[src/rtl/pipeline_hazard_ctrl_pkg.sv]
// ============================================================================
// pipeline_hazard_ctrl_pkg : FSM state encodings and shared constants
// Rev 1.0
// ============================================================================
`default_nettype none

package pipeline_hazard_ctrl_pkg;

   typedef enum logic [1:0] {
      RUN      = 2'd0,
      LU_STALL = 2'd1,
      MEM_WAIT = 2'd2
   } state_t;

   localparam int unsigned c_x0_idx   = 0;
   localparam int unsigned c_lu_cnt_w = 3;

endpackage

`default_nettype wire

[src/rtl/pipeline_hazard_ctrl_lu_hazard_detect.sv]
// ============================================================================
// pipeline_hazard_ctrl_lu_hazard_detect : load-use hazard compare (E load vs D sources)
// Rev 1.0
// ============================================================================
`default_nettype none

module pipeline_hazard_ctrl_lu_hazard_detect #(
   parameter int REG_AW = 5
) (
   input  logic [REG_AW-1:0] id_rs1,
   input  logic [REG_AW-1:0] id_rs2,
   input  logic              id_uses_rs1,
   input  logic              id_uses_rs2,
   input  logic [REG_AW-1:0] ex_rd,
   input  logic              ex_mem_read,
   output logic              lu_hazard
);
   import pipeline_hazard_ctrl_pkg::*;

   logic w_rd_live;
   logic w_rs1_match;
   logic w_rs2_match;

   // x0 is hardwired zero, so a load targeting it never creates a dependency
   assign w_rd_live   = (ex_rd != REG_AW'(c_x0_idx));
   assign w_rs1_match = id_uses_rs1 & (id_rs1 == ex_rd);
   assign w_rs2_match = id_uses_rs2 & (id_rs2 == ex_rd);
   assign lu_hazard   = ex_mem_read & w_rd_live & (w_rs1_match | w_rs2_match);

endmodule

`default_nettype wire

[src/rtl/pipeline_hazard_ctrl.sv]
// ============================================================================
// pipeline_hazard_ctrl : 5-stage pipeline register sequencing (stall/flush/freeze)
// Optional perf counters built when PIPE_PERF_CNT_EN is defined.
// Rev 1.0
// ============================================================================
`default_nettype none

module pipeline_hazard_ctrl #(
   parameter int REG_AW          = 5,
   parameter int LU_STALL_CYCLES = 1,
   parameter int CNT_W           = 32
) (
   input  logic              clk,
   input  logic              reset,
   input  logic [REG_AW-1:0] id_rs1,
   input  logic [REG_AW-1:0] id_rs2,
   input  logic              id_uses_rs1,
   input  logic              id_uses_rs2,
   input  logic [REG_AW-1:0] ex_rd,
   input  logic              ex_mem_read,
   input  logic              ex_branch_taken,
   input  logic              dmem_req,
   input  logic              dmem_ready,
   output logic              pc_we,
   output logic              fd_we,
   output logic              de_we,
   output logic              em_we,
   output logic              mw_we,
   output logic              fd_flush,
   output logic              de_flush,
   output logic [CNT_W-1:0]  stall_cycles,
   output logic [CNT_W-1:0]  flush_count
);
   import pipeline_hazard_ctrl_pkg::*;

   localparam logic [c_lu_cnt_w-1:0] c_lu_load  = c_lu_cnt_w'(LU_STALL_CYCLES - 1);
   localparam bit                    c_multi_lu = (LU_STALL_CYCLES > 1);

   state_t                  r_state;
   state_t                  w_state_nxt;
   logic [c_lu_cnt_w-1:0]   r_lu_cnt;
   logic [c_lu_cnt_w-1:0]   w_lu_cnt_nxt;
   logic                    w_lu_hazard;
   logic                    w_mem_stall;
   logic                    w_front_we;
   logic                    w_back_we;
   logic                    w_fd_flush;
   logic                    w_de_flush;

   pipeline_hazard_ctrl_lu_hazard_detect #(
      .REG_AW (REG_AW)
   ) u_lu_detect (
      .id_rs1      (id_rs1),
      .id_rs2      (id_rs2),
      .id_uses_rs1 (id_uses_rs1),
      .id_uses_rs2 (id_uses_rs2),
      .ex_rd       (ex_rd),
      .ex_mem_read (ex_mem_read),
      .lu_hazard   (w_lu_hazard)
   );

   assign w_mem_stall = dmem_req & ~dmem_ready;

   always_ff @(posedge clk or posedge reset) begin
      if (reset) begin
         r_state  <= RUN;
         r_lu_cnt <= '0;
      end else begin
         r_state  <= w_state_nxt;
         r_lu_cnt <= w_lu_cnt_nxt;
      end
   end

   // front = PC and F/D; back = D/E, E/M, M/W
   always_comb begin
      w_state_nxt  = r_state;
      w_lu_cnt_nxt = r_lu_cnt;
      w_front_we   = 1'b1;
      w_back_we    = 1'b1;
      w_fd_flush   = 1'b0;
      w_de_flush   = 1'b0;
      case (r_state)
         LU_STALL: begin
            // E holds the bubble here, so branch and new hazards are not looked at
            if (w_mem_stall) begin
               w_front_we = 1'b0;
               w_back_we  = 1'b0;
            end else begin
               w_front_we = 1'b0;
               w_de_flush = 1'b1;
               if (r_lu_cnt == c_lu_cnt_w'(1)) begin
                  w_state_nxt  = RUN;
                  w_lu_cnt_nxt = '0;
               end else begin
                  w_lu_cnt_nxt = r_lu_cnt - c_lu_cnt_w'(1);
               end
            end
         end
         default: begin
            // MEM_WAIT with ready falls through to the ordinary RUN evaluation
            if (((r_state == MEM_WAIT) && !dmem_ready) || w_mem_stall) begin
               w_front_we  = 1'b0;
               w_back_we   = 1'b0;
               w_state_nxt = MEM_WAIT;
            end else if (ex_branch_taken) begin
               w_fd_flush  = 1'b1;
               w_de_flush  = 1'b1;
               w_state_nxt = RUN;
            end else if (w_lu_hazard) begin
               w_front_we = 1'b0;
               w_de_flush = 1'b1;
               if (c_multi_lu) begin
                  w_state_nxt  = LU_STALL;
                  w_lu_cnt_nxt = c_lu_load;
               end else begin
                  w_state_nxt = RUN;
               end
            end else begin
               w_state_nxt = RUN;
            end
         end
      endcase
   end

   assign pc_we    = ~reset & w_front_we;
   assign fd_we    = ~reset & w_front_we;
   assign de_we    = ~reset & w_back_we;
   assign em_we    = ~reset & w_back_we;
   assign mw_we    = ~reset & w_back_we;
   assign fd_flush = reset | w_fd_flush;
   assign de_flush = reset | w_de_flush;

`ifdef PIPE_PERF_CNT_EN
   logic [CNT_W-1:0] r_stall_cycles;
   logic [CNT_W-1:0] r_flush_count;

   // fd_flush is only raised by a taken branch outside reset
   always_ff @(posedge clk or posedge reset) begin
      if (reset) begin
         r_stall_cycles <= '0;
         r_flush_count  <= '0;
      end else begin
         if (!w_front_we) r_stall_cycles <= r_stall_cycles + CNT_W'(1);
         if (w_fd_flush)  r_flush_count  <= r_flush_count + CNT_W'(1);
      end
   end

   assign stall_cycles = r_stall_cycles;
   assign flush_count  = r_flush_count;
`else
   assign stall_cycles = '0;
   assign flush_count  = '0;
`endif

endmodule

`default_nettype wire

[config.mk]
export PLATFORM = sky130hd
export DESIGN_NAME = pipeline_hazard_ctrl
export DESIGN_NICKNAME = d
export VERILOG_FILES = /design/src/rtl/pipeline_hazard_ctrl_pkg.sv /design/src/rtl/pipeline_hazard_ctrl_lu_hazard_detect.sv /design/src/rtl/pipeline_hazard_ctrl.sv
export SDC_FILE = /design/constraint.sdc
export NUM_CORES = 1
export LEC_CHECK = 0
export CORE_ASPECT_RATIO = 0.8
export CORE_MARGIN = 2
export CORE_UTILIZATION = 25
export DETAILED_ROUTE_END_ITERATION = 8
export PLACE_DENSITY_LB_ADDON = 0.25
export SKIP_LAST_GASP = 1
export SYNTH_ARGS = -nofsm -noshare
export SYNTH_HDL_FRONTEND = slang
export SYNTH_SLANG_ARGS = --single-unit
[constraint.sdc]
create_clock -name clk -period 2.2 [get_ports clk]
set_clock_uncertainty 0.05 [all_clocks]
set_input_delay 0.44 -clock clk [delete_from_list [all_inputs] [get_ports clk]]
set_output_delay 0.44 -clock clk [all_outputs]
set_load 0.01 [all_outputs]
== Yosys cells after proc, flatten, opt, wreduce, memory -nomap -nowiden ==
Index checks and enable logic that the tools add are counted.

* Equality and inequality tests: 7
* Multiplexer cells: 19
* Bitwise operators: 13
* $add $sub $neg: 1
* Reductions and logical operators: 6

{| class="wikitable"
|+ Operator list
! cell !! number
|-
| $mux W1 || 14
|-
| $eq A5 B5 Y1 || 2
|-
| $mux W2 || 4
|-
| $and A1 B1 Y1 || 7
|-
| $reduce_bool A5 Y1 || 1
|-
| $ne A2 B2 Y1 const B || 2
|-
| $reduce_and A2 Y1 || 2
|-
| $eq A3 B1 Y1 const B || 1
|-
| $mux W3 || 1
|-
| $not A1 Y1 || 3
|-
| $or A1 B1 Y1 || 3
|-
| $sub A3 B1 Y3 const B || 1
|-
| $eq A2 B1 Y1 const B || 1
|-
| $eq A2 B2 Y1 const B || 1
|-
| $logic_and A1 B1 Y1 || 1
|-
| $logic_not A1 Y1 || 1
|-
| $logic_or A1 B1 Y1 || 1
|}

* Flip-flop bits (word level): 5
* Output and inout bits: 71
* Logic and storage cells: 48

== Longest topological paths before layout ==
* Word-level depth: 9
* Depth in mapped cells: 5
* Gate-level depth less buffers: 4

== Cells and area by module ==
A second synthesis with hierarchy kept.

* Cells, all modules: 94
* Area, all modules: 719.4 sq um

{| class="wikitable"
|+ Modules (own cells, without submodules)
! module !! cells an instance !! area an instance (sq um) !! times used
|-
| pipeline_hazard_ctrl || 77 || 585.6 || 1
|-
| pipeline_hazard_ctrl_lu_hazard_detect || 17 || 133.9 || 1
|}

== Worst setup path after synthesis ==
OpenSTA, ideal clock, no wires.

* Path kind: in2out
* Start: in ex_rd[3]
* End: out pc_we
* Path slack: 0.232 ns
* Arrival time: 1.478 ns
* Buffers on the path: 1
* Stages on the path: 5
* Cells stage by stage: xor2_1 nor4_2 a32oi_1 o31a_1 buf_4

* Cells in the longest elaborated chain, start to end: 9
* Elaborated cells on any way between the ends: 13
* Those cells by class: 2 x eq/ne; 4 x mux; 6 x bitwise; 1 x reduce/logical

{| class="wikitable"
|+ Ends and longest elaborated chain
! element !! RTL line !! source
|-
| from (decl) || pipeline_hazard_ctrl.sv:19 || <nowiki>input logic [REG_AW-1:0] ex_rd,</nowiki>
|-
| $eq A5 B5 Y1 (on tied branches) || pipeline_hazard_ctrl_lu_hazard_detect.sv:26, pipeline_hazard_ctrl_lu_hazard_detect.sv:27 ||
|-
| $and A1 B1 Y1 (on tied branches) || pipeline_hazard_ctrl_lu_hazard_detect.sv:26, pipeline_hazard_ctrl_lu_hazard_detect.sv:27 ||
|-
| $or A1 B1 Y1 || pipeline_hazard_ctrl_lu_hazard_detect.sv:28 || <nowiki>assign lu_hazard = ex_mem_read & w_rd_live & (w_rs1_match | w_rs2_match);</nowiki>
|-
| $and A1 B1 Y1 (*) || pipeline_hazard_ctrl_lu_hazard_detect.sv:28 ||
|-
| $mux W1 (*) || pipeline_hazard_ctrl.sv:109 || <nowiki>end else if (w_lu_hazard) begin</nowiki>
|-
| $mux W1 (*) || pipeline_hazard_ctrl.sv:105 || <nowiki>end else if (ex_branch_taken) begin</nowiki>
|-
| $mux W1 (*) || pipeline_hazard_ctrl.sv:101 || <nowiki>if (((r_state == MEM_WAIT) && !dmem_ready) || w_mem_stall) begin</nowiki>
|-
| $mux W1 (*) || pipeline_hazard_ctrl.sv:82 || <nowiki>case (r_state)</nowiki>
|-
| $and A1 B1 Y1 (*) || -- ||
|-
| to (decl) || pipeline_hazard_ctrl.sv:24 || <nowiki>output logic pc_we,</nowiki>
|}

Every way passes the cells marked *; elsewhere a longest branch is shown, timed or not.

== Worst setup path in the final report ==
* Start: in id_rs1[0]
* End: out de_flush

* Cells in the longest elaborated chain, start to end: 9

{| class="wikitable"
|+ Ends and longest elaborated chain
! element !! RTL line !! source
|-
| from (decl) || pipeline_hazard_ctrl.sv:15 || <nowiki>input logic [REG_AW-1:0] id_rs1,</nowiki>
|-
| $eq A5 B5 Y1 || pipeline_hazard_ctrl_lu_hazard_detect.sv:26 || <nowiki>assign w_rs1_match = id_uses_rs1 & (id_rs1 == ex_rd);</nowiki>
|-
| $and A1 B1 Y1 || pipeline_hazard_ctrl_lu_hazard_detect.sv:26 ||
|-
| $or A1 B1 Y1 || pipeline_hazard_ctrl_lu_hazard_detect.sv:28 ||
|-
| $and A1 B1 Y1 || pipeline_hazard_ctrl_lu_hazard_detect.sv:28 ||
|-
| $mux W1 || pipeline_hazard_ctrl.sv:109 ||
|-
| $mux W1 || pipeline_hazard_ctrl.sv:105 ||
|-
| $mux W1 || pipeline_hazard_ctrl.sv:101 ||
|-
| $mux W1 || pipeline_hazard_ctrl.sv:82 ||
|-
| $or A1 B1 Y1 || pipeline_hazard_ctrl.sv:131 || <nowiki>assign de_flush = reset | w_de_flush;</nowiki>
|-
| to (decl) || pipeline_hazard_ctrl.sv:30 || <nowiki>output logic de_flush,</nowiki>
|}

No other way between the ends.

==> flow_metrics.py <==
metrics = {
    "timing": {
        "period_share_pct": 102.8,
        "rsz0062_at_grt": "yes",
        "worst_slack_ns": -0.06247,
        "hold_viol_final": 0,
        "max_freq_ghz": 0.4420,
        "fin_crit_ns": 2.262,
        "maxSlewViolCount": 0,
        "setup_viol_count_final": 1,
    },
    "run": {
        "max_cap_viol_count": 0,
    },
    "cells_and_area": {
        "finalNonFillerCells": 163,
        "antenna_cells": 0,
        "area_growth_pct": 14.81,
        "largest_reg_flops": 1,
        "largest_register": "r_state",
        "reg.largest.list": "r_state x1",
        "final_util_pct": 30.05,
        "num-nets-final": 150,
        "nFillCells": 316,
        "drive_gt1_share_pct": 20.00,
    },
    "yosys": {
        "synthArstFlopShare_pct": 100.0,
        "ys_warn_count": 0,
        "synthDistinctLibCells": 17,
        "synth_xor_area_share_pct": 12.20,
        "synth_area_leaders": "buf_4, xor2_1, dfrtp_1",
        "synth_compound_area_share_pct": 6.620,
        "syn_inst": 93,
        "yosys.area_share.simple_pct": 6.620,
        "synthesis.area_um2": 718.2,
        "synth_adder_area_share_pct": 0,
        "synth_top_family_by_area": "buffers and inverters",
        "synth-seq-cells": 1,
        "postSynthAreaPerCell_um2": 7.722,
        "synth_area_leader_cell": "buf_4",
        "synth_top_cells_by_count": "buf_4, xor2_1, nor2_1",
        "ys.flop_type": "dfrtp_1",
        "synth_edf_count": 0,
        "synthMuxAreaShare_pct": 0,
        "yosys.area.top_type_share_pct": 70.03,
        "yosysMostFrequentCell": "buf_4",
        "seq_area_frac_synth_pct": 3.484,
    },
    "die": {
        "num_rows": 17,
        "ios": 94,
        "initial_utilization_pct": 26.17,
        "die_h_um": 51.94,
        "dieArea_um2": 3320,
        "core_um2": 2744,
        "die_w_um": 63.93,
    },
    "global_route": {
        "antenna_found_initial": 0,
        "grt_usage_pct": 5.364,
        "grt_pass1_wl_mm": 1.524,
        "grt-ovfl-total": 0,
        "grt_pass1_vias": 383,
        "grt_max_degree": 4,
    },
    "route": {
        "route.detailed.drc": 0,
        "drtIter0Drc": 3,
        "vias": 478,
        "routedWlPerCell_um": 6.969,
        "dr.pass1.iters": 3,
        "wirelength_mm": 1.136,
        "vias_per_cell": 2.933,
        "drtAntennaViolNets": 0,
    },
    "setup_path": {
        "crit_chain": "clkdlybuf4s50_1 -> xnor2_1 -> a32oi_2 -> buf_4 -> o311ai_4 -> buf_2",
        "cp.required_ns": 1.71,
        "slowest_delay_ns": 0.48,
        "crit_path_max_fanout": 2,
        "arrival_ns": 1.77,
        "end_kind": "output port",
        "critPathKind": "in2out",
        "crit_slowest_cell": "clkdlybuf4s50_1",
        "cp-start-kind": "primary input",
    },
    "run_status": {
        "violations": "negative setup slack",
        "status": "complete, but fails checks",
    },
    "power_and_ir_drop": {
        "p_leak_nw": 0.4694,
        "powerDensity_nw_per_um2": 205.5,
        "vdd_ir_drop_max_mv": 0.06741,
    },
    "worst_hold_path": {
        "hold_path_class": "reg2reg",
    },
    "clocking": {
        "clk_pin_slew_worst_paths_ns": 0,
        "clkLatencyLatePin_ns": 0,
    },
    "placement": {
        "hpwlAfterDp_mm": 1.055,
        "placedCellCount": 160,
        "port_buffers": 29,
        "place.gp.congestion": 0.6700,
    },
}
## power by group
part	switching (mW)	total [mW]	internal, mW
Combinational	0.0912	0.149	0.0580
Clock	0	0	0
Sequential	0.000274	0.0202	0.0200
Total	0.0915	0.169	0.0780
## routing by layer
metal | global-route usage (%) | vias to the layer above | part of all wire [%]
li1 | - | 227 | -
met1 | 6.977 | 209 | 31
met2 | 10.07 | 42 | 57
met3 | 0.6494 | 0 | 13
met4 | 0 | 0 | 0
met5 | 0 | - | 0
## worst max-delay path, delay by kind of cell
family                    cells  cell delay, ns
xor gates and xnor gates      1            0.13
AOI/OAI and AO/OA             2            0.39
buffers and inverters         3            0.81
## layout make-up
cell class	count	area (um2)	share of cell area (%)
Inverter	1	3.754	0.4552
Multi-Input combinational cell	87	460.4	55.84
Sequential cell	1	25.02	3.035
Tap cell	38	47.55	5.766
Timing Repair Buffer	36	287.8	34.90
## placed cells by master, fill, tap and decap left out
cell / netlist / routed
xor2_1: 8 / 7
inv_1: 1 / 1
dfrtp_1: 1 / 1
xor2_2: 0 / 1
o21ai_1: 1 / 1
or4_4: 0 / 1
dlymetal6s2s_1: 0 / 1
nand2_1: 1 / 1
nor2_2: 0 / 1
clkdlybuf4s50_1: 0 / 8
and2_1: 0 / 1
dlygate4sd2_1: 0 / 8
nor2_1: 3 / 2
o31a_1: 1 / 1
conb_1: 1 / 64
xnor2_1: 2 / 2
nor4_2: 1 / 2
a32oi_2: 0 / 1
buf_2: 0 / 3
o21ai_2: 1 / 1
clkbuf_2: 0 / 6
buf_4: 67 / 8
clkdlybuf4s15_1: 0 / 2
o311ai_4: 0 / 1
## final timing paths
| kind | startpoint | endpoint | slack [ns] | depth (start not counted) |
|---|---|---|---|---|
| max in group asynchronous | reset | r_state[1] | 1.34 | 2 |
| min in group asynchronous | reset | r_state[1] | 0.61 | 2 |
| setup / recovery | id_rs1[0] | de_flush | -0.06 | 6 |
| hold reg to reg | r_state[1] | r_state[1] | 0.55 | 2 |
| setup reg to reg | r_state[1] | r_state[1] | 1.46 | 2 |
| hold / removal | r_state[1] | r_state[1] | 0.55 | 2 |
## repair_timing
action / CTS / global route
hold buffers: 0 / 0
setup endpoints to repair: 7 / 6
pin swaps: 8 / 8
setup buffers: 3 / 0
resized for setup: 33 / 22
## stage by stage
step                hold WS [ns]  setup TNS (ns)  setup WS, ns  total power [mW]  area, um2
global placement          0.5629          -2.680       -0.6801            0.1724      819.5
CTS                       0.5650         -0.1039       -0.1039            0.1622      813.3
finish                    0.5470        -0.06247      -0.06247            0.1694      824.5
detailed placement        0.5616          -2.589       -0.7000            0.1724      819.5
global route              0.5590         -0.2128       -0.1520            0.1851      824.5
floorplan                 0.1422               0        0.2317            0.1892      954.7
## cell families after synthesis
group                     Yosys count
AOI/OAI and AO/OA                   5
xor gates and xnor gates           10
and+or+nand+nor                     8
other                               1
DFF                                 1
buffers and inverters              68
Note: power is estimated with default switching activity, not from simulation.
